### src/rtl/wb_stage_reg_pkg.sv
// -----------------------------------------------------------------------------
// wb_stage_reg_pkg
// Shared definitions for the MEM->WB stage register and the hazard unit:
// write-data source codes, the default link offset, default widths and the
// default-width entry record.
// -----------------------------------------------------------------------------
package wb_stage_reg_pkg;

    localparam int DW_DEF       = 32;
    localparam int AW_DEF       = 5;
    localparam int TW_DEF       = 3;
    localparam int LINK_OFS_DEF = 8;

    // Write-data source select
    typedef enum logic [1:0] {
        WD_DR = 2'd0,
        WD_AO = 2'd1,
        WD_PC = 2'd2,
        WD_MD = 2'd3
    } wd_sel_e;

    // One held instruction at default widths (as seen by the hazard unit)
    typedef struct packed {
        logic [DW_DEF-1:0] ir;
        logic [DW_DEF-1:0] pc;
        logic [DW_DEF-1:0] dr;
        logic [DW_DEF-1:0] ao;
        logic [AW_DEF-1:0] a3;
        logic [TW_DEF-1:0] tnew;
        logic [DW_DEF-1:0] wd;
    } wb_entry_t;

endpackage

### src/rtl/wb_stage_reg_wd_mux.sv
// -----------------------------------------------------------------------------
// wb_stage_reg_wd_mux
// Combinational write-data select, including the link-address adder.
// Ports:
//   sel  in  2   write-data source (wd_sel_e)
//   pc   in  DW  instruction PC
//   dr   in  DW  memory read data
//   ao   in  DW  ALU result
//   md   in  DW  mult/div result
//   wd   out DW  selected write data
// -----------------------------------------------------------------------------
module wb_stage_reg_wd_mux
    import wb_stage_reg_pkg::*;
#(
    parameter int DW       = DW_DEF,
    parameter int LINK_OFS = LINK_OFS_DEF
) (
    input  logic [1:0]    sel,
    input  logic [DW-1:0] pc,
    input  logic [DW-1:0] dr,
    input  logic [DW-1:0] ao,
    input  logic [DW-1:0] md,
    output logic [DW-1:0] wd
);

    always_comb begin
        wd = dr;
        case (wd_sel_e'(sel))
            WD_DR: wd = dr;
            WD_AO: wd = ao;
            // Link address; carry out of the top bit is dropped
            WD_PC: wd = pc + DW'(LINK_OFS);
            WD_MD: wd = md;
        endcase
    end

endmodule

### src/rtl/wb_stage_reg.sv
// -----------------------------------------------------------------------------
// wb_stage_reg
// MEM->WB pipeline register with valid/ready handshake and a one-entry skid
// buffer. Write data is resolved at capture; Tnew ages by one (saturating at
// zero) on every edge an instruction is held. flush kills both entries.
// Ports:
//   clk, rst_n                       clock, async active-low reset
//   in_valid / in_ready              upstream handshake
//   ir, pc, dr, ao, md, a3, tnew,
//   wd_sel                           MEM-stage beat
//   flush                            synchronous kill of held entries
//   out_valid / out_ready            downstream handshake (main entry)
//   ir_w, pc_w, dr_w, ao_w, wd_w,
//   a3_w, tnew_w, reg_we_w           main-entry payload to writeback/hazard
// -----------------------------------------------------------------------------
module wb_stage_reg
    import wb_stage_reg_pkg::*;
#(
    parameter int DW       = DW_DEF,
    parameter int AW       = AW_DEF,
    parameter int TW       = TW_DEF,
    parameter int LINK_OFS = LINK_OFS_DEF
) (
    input  logic          clk,
    input  logic          rst_n,
    input  logic          in_valid,
    output logic          in_ready,
    input  logic [DW-1:0] ir,
    input  logic [DW-1:0] pc,
    input  logic [DW-1:0] dr,
    input  logic [DW-1:0] ao,
    input  logic [DW-1:0] md,
    input  logic [AW-1:0] a3,
    input  logic [TW-1:0] tnew,
    input  logic [1:0]    wd_sel,
    input  logic          flush,
    output logic          out_valid,
    input  logic          out_ready,
    output logic [DW-1:0] ir_w,
    output logic [DW-1:0] pc_w,
    output logic [DW-1:0] dr_w,
    output logic [DW-1:0] ao_w,
    output logic [DW-1:0] wd_w,
    output logic [AW-1:0] a3_w,
    output logic [TW-1:0] tnew_w,
    output logic          reg_we_w
);

    typedef struct packed {
        logic [DW-1:0] ir;
        logic [DW-1:0] pc;
        logic [DW-1:0] dr;
        logic [DW-1:0] ao;
        logic [AW-1:0] a3;
        logic [TW-1:0] tnew;
        logic [DW-1:0] wd;
    } entry_t;

    function automatic logic [TW-1:0] sat_dec(input logic [TW-1:0] t);
        return (t == '0) ? '0 : t - TW'(1);
    endfunction

    logic [DW-1:0] wd_p0;
    entry_t        beat_p0;
    entry_t        main_p1;
    entry_t        skid_p1;
    logic          vld_main_p1;
    logic          vld_skid_p1;
    logic          accept;
    logic          pop;

    // ---- Stage p0: capture-side resolution of the incoming beat ----
    wb_stage_reg_wd_mux #(
        .DW       (DW),
        .LINK_OFS (LINK_OFS)
    ) u_wd_mux (
        .sel (wd_sel),
        .pc  (pc),
        .dr  (dr),
        .ao  (ao),
        .md  (md),
        .wd  (wd_p0)
    );

    always_comb begin
        beat_p0      = '0;
        beat_p0.ir   = ir;
        beat_p0.pc   = pc;
        beat_p0.dr   = dr;
        beat_p0.ao   = ao;
        beat_p0.a3   = a3;
        beat_p0.tnew = sat_dec(tnew);
        beat_p0.wd   = wd_p0;
    end

    // in_ready looks only at registered skid state, never at out_ready
    assign in_ready = rst_n && !vld_skid_p1 && !flush;
    assign accept   = in_valid && in_ready;
    assign pop      = vld_main_p1 && out_ready;

    // ---- Stage p1: main and skid entries ----
    always_ff @(posedge clk or negedge rst_n) begin
        if (!rst_n) begin
            main_p1     <= '0;
            skid_p1     <= '0;
            vld_main_p1 <= 1'b0;
            vld_skid_p1 <= 1'b0;
        end else if (flush) begin
            main_p1     <= '0;
            skid_p1     <= '0;
            vld_main_p1 <= 1'b0;
            vld_skid_p1 <= 1'b0;
        end else if (!vld_main_p1 || (pop && !vld_skid_p1)) begin
            // Main free this edge: take the beat or go empty (zeroed fields)
            vld_main_p1 <= accept;
            main_p1     <= accept ? beat_p0 : '0;
        end else if (pop) begin
            // Skid drains into main; no beat was accepted since in_ready was 0
            main_p1      <= skid_p1;
            main_p1.tnew <= sat_dec(skid_p1.tnew);
            skid_p1      <= '0;
            vld_skid_p1  <= 1'b0;
        end else begin
            // Main held: age it; absorb one beat into skid, or age a held skid
            main_p1.tnew <= sat_dec(main_p1.tnew);
            if (accept) begin
                skid_p1     <= beat_p0;
                vld_skid_p1 <= 1'b1;
            end else if (vld_skid_p1) begin
                skid_p1.tnew <= sat_dec(skid_p1.tnew);
            end
        end
    end

    assign out_valid = vld_main_p1;
    assign ir_w      = main_p1.ir;
    assign pc_w      = main_p1.pc;
    assign dr_w      = main_p1.dr;
    assign ao_w      = main_p1.ao;
    assign wd_w      = main_p1.wd;
    // Fields are zeroed whenever main is empty, so these read 0 when invalid
    assign a3_w      = main_p1.a3;
    assign tnew_w    = main_p1.tnew;
    assign reg_we_w  = vld_main_p1 && (main_p1.a3 != '0);

endmodule

### config.mk
export PLATFORM = sky130hd
export DESIGN_NAME = wb_stage_reg
export DESIGN_NICKNAME = d
export VERILOG_FILES = /design/src/rtl/wb_stage_reg_pkg.sv /design/src/rtl/wb_stage_reg_wd_mux.sv /design/src/rtl/wb_stage_reg.sv
export SDC_FILE = /design/constraint.sdc
export NUM_CORES = 1
export LEC_CHECK = 0
export BUFFER_PORTS_ARGS = -buffer_cell sky130_fd_sc_hd__buf_2
export CAP_MARGIN = 5
export CORE_AREA = 5 5 231 233
export CTS_CLUSTER_SIZE = 30
export DETAILED_ROUTE_END_ITERATION = 7
export DIE_AREA = 0 0 236 238
export SLEW_MARGIN = 15
export SYNTH_ARGS = -nofsm -noshare
export SYNTH_HDL_FRONTEND = slang
export SYNTH_SLANG_ARGS = --single-unit
### constraint.sdc
create_clock -name clk -period 4.2 [get_ports clk]
set_input_delay 0.42 -clock clk [delete_from_list [all_inputs] [get_ports clk]]
set_output_delay 0.42 -clock clk [all_outputs]
set_load 0.01 [all_outputs]
==> metrics.cfg <==
[global_route]
grt_antenna_before_repair = 26
globalRoute.totalOverflow = 0
grt_max_degree = 157
grt_pass1_wl_um = 87100
grt_use_total_pct = 20.0
first_global_vias = 13500

[cells_and_area]
mostFrequentLayoutCell = buf_2
layout.nets = 2018
stdcell_count = 2562
post-route-util_pct = 37.4
final_cell_mix = buf_2 (344), dfrtp_1 (338), nand2_1 (195), o21ai_0 (192), nor2_1 (179)
drive_gt1_share_pct = 25.7
synthToLayoutAreaGrowth_pct = 26.1

[die]
die_w_um = 236
fp.dieH_um = 238
num_io_pins = 346
start_util_pct = 29.7
fp.coreArea_mm2 = 0.0510
die_area_mm2 = 0.0562
num_rows = 83

[run_status]
status = finished, final reports clean

[job]
maxCapViolCount = 0

[synthesis]
synth_fp_nets = 1734
synthCells = 1552
ys_warn_count = 0
synth-seq-cells = 338
avgSynthCellArea_um2 = 9.75
async_flop_share_pct = 100
synth-edff-count = 0
synth_ff_type = dfrtp_1
ys_seq_area_share_pct = 55.9
yosys.cell_types.count = 56
synthesis.area_mm2 = 0.0151

[pwr]
p_leak_nw = 9.51
ir_drop_uv = 255
power_density_mw_per_mm2 = 428

[sta]
period_needed_ps = 2660
worst_slack_ps = 1540
skew_ps = 15.2
slew_violations = 0
rsz0062_at_grt = no
relSlewSlack_pct = 22.7
fin_crit_sh_pct = 63.4
whs_ps = 92.4
tightest_slew_ps = 1160
finalSetupViolations = 0
fmax_mhz = 376
fin_tns_setup_ps = 0
hold_violations = 0

[setup_path]
r2r_cells = 5
worst_path_max_delay_cell = or3_4
crit_type = reg -> reg
critPathBufInv = 2
worstSetupStartpointType = flop
crit_path_end_kind = flop
cpLargestDelayFamily = simple AND/OR/NAND/NOR gates
cp.arrival_ps = 3140
crit_path_max_incr_delay_ps = 920
worst_ep_required_time_ps = 4680
worstPathMaxFanout = 86
crit_top_cell = o22ai_1
crit_chain = inv_2, or3_4, buf_4, o22ai_1, o22ai_1
reg2reg_from = out_valid
reg2reg_slack_ps = 1540
reg2reg_to = wd_w[18]

[cts]
cts_buffers = 41
cts_sinks = 338
htreeDepth = 2
clockRootBuffer = clkbuf_16
clockBufferDepth = 3
clkTransAtPathRegs_ps = 60
cts_tree = done
clkLatencyLatePin_ps = 560

[worst_hold_path]
hp-class = in -> reg
whs_path_depth = 3
worstHoldStart = ir[2]
worstHoldEndpoint = ir_w[2]

[place]
dp_slack_ps = 1500
dp.cells = 2472
dp_hpwl_um = 39600
gp_congestion = 0.874
portBuffers = 345

[route]
vias_per_cell = 5.33
drt_iter0_markers = 1180
drt_first_pass_iters = 5
num_vias = 13700
wl_per_cell_um = 22.8
post-route-drc-count = 0
antenna_left = 0
routed_wirelength_um = 58500

## cells in the mapped netlist, types with 5 or more instances
cell type | count | area (µm²)
nor2_1 | 180 | 676
a31oi_1 | 5 | 31.3
nand2_1 | 196 | 736
a21oi_1 | 168 | 841
mux4_2 | 12 | 270
nor2b_1 | 10 | 62.6
a22o_1 | 140 | 1230
nor4_1 | 5 | 31.3
inv_1 | 14 | 52.6
o22ai_1 | 20 | 125
buf_2 | 20 | 100
xor2_1 | 6 | 52.6
o221ai_1 | 8 | 70.1
o21ai_0 | 192 | 961
nor3_1 | 10 | 50.1
mux2i_1 | 7 | 70.1
mux2_2 | 9 | 101
o31ai_1 | 5 | 37.5
ha_1 | 7 | 87.6
dfrtp_1 | 338 | 8460
xnor2_1 | 13 | 114
nand3_1 | 18 | 90.1
clkbuf_1 | 106 | 398
## power by group
group	internal (mW)	switching (mW)
registers	3.35	0.0574
clock network	2.47	1.50
logic	0.259	0.535
## layer usage
| metal | up-vias | global-route usage (%) | routed length [µm] |
|---|---|---|---|
| li1 | 6080 | - | - |
| met2 | 596 | 30.1 | 26300 |
| met4 | 16 | 9.80 | 2950 |
| met3 | 138 | 6.21 | 5000 |
| met1 | 6822 | 26.2 | 24100 |
| met5 | - | 0 | 102 |
## final cells by class
type / count / area [µm²]
well taps: 680 / 851
multi-input cells: 1072 / 6160
flip-flops and latches: 338 / 8460
diodes: 15 / 37.5
inverters: 15 / 56.3
clock inverters: 24 / 350
fillers: 5105 / 31900
repair buffers: 368 / 2010
clock buffers: 50 / 1160
## how the worst max path moves through the flow
stage	from	endpoint	slack, ps	cells after the start
after floorplan	pc[16]	skid_p1[23]	1970	7
after global placement	flush	wd_w[18]	1550	5
after detailed placement	flush	dr_w[10]	1500	5
after CTS	out_valid	skid_p1[29]	1520	6
after global routing	out_valid	skid_p1[29]	1350	6
final	out_valid	wd_w[18]	1540	5
## metrics by stage
step / total power, mW / cell area (µm²)
after floorplan: 3.79 / 15100
after global placement: 4.25 / 17500
after detailed placement: 4.27 / 17500
after CTS: 8.27 / 19000
after global routing: 8.47 / 19100
final: 8.17 / 19100
## worst register-to-register path: stages, from the launching register on
cell	delay (ps)
dfrtp_1	520
inv_2	170
or3_4	920
buf_4	600
o22ai_1	190
o22ai_1	190
## timing repair
item	in CTS	in global routing
hold buffers	1	0
resized for setup	0	0
setup buffers	0	0
endpoints found under the setup margin	0	0
hold endpoints to repair	16	0
## cells by family (layout without fill, tap and decap cells)
kind of cell	count (synthesis)	count (layout)	synth area share (%)
other cells	0	15	0
xor+xnor	19	19	1.10
buf+inv	142	457	3.69
simple gates	447	447	12.3
mux	28	28	2.92
fa+ha+maj	7	7	0.579
compound gates	571	571	23.6
flops	338	338	55.9
## sequential cells by signal, summed over array words and instances, names as in the netlist
| signal | flops |
|---|---|
| skid_p1 | 168 |
| ao_w | 32 |
| dr_w | 32 |
| ir_w | 32 |
| pc_w | 32 |
| wd_w | 32 |
| a3_w | 5 |
| tnew_w | 3 |
| out_valid | 1 |
| vld_skid_p1 | 1 |
Note: power is estimated with default switching activity, not from simulation.
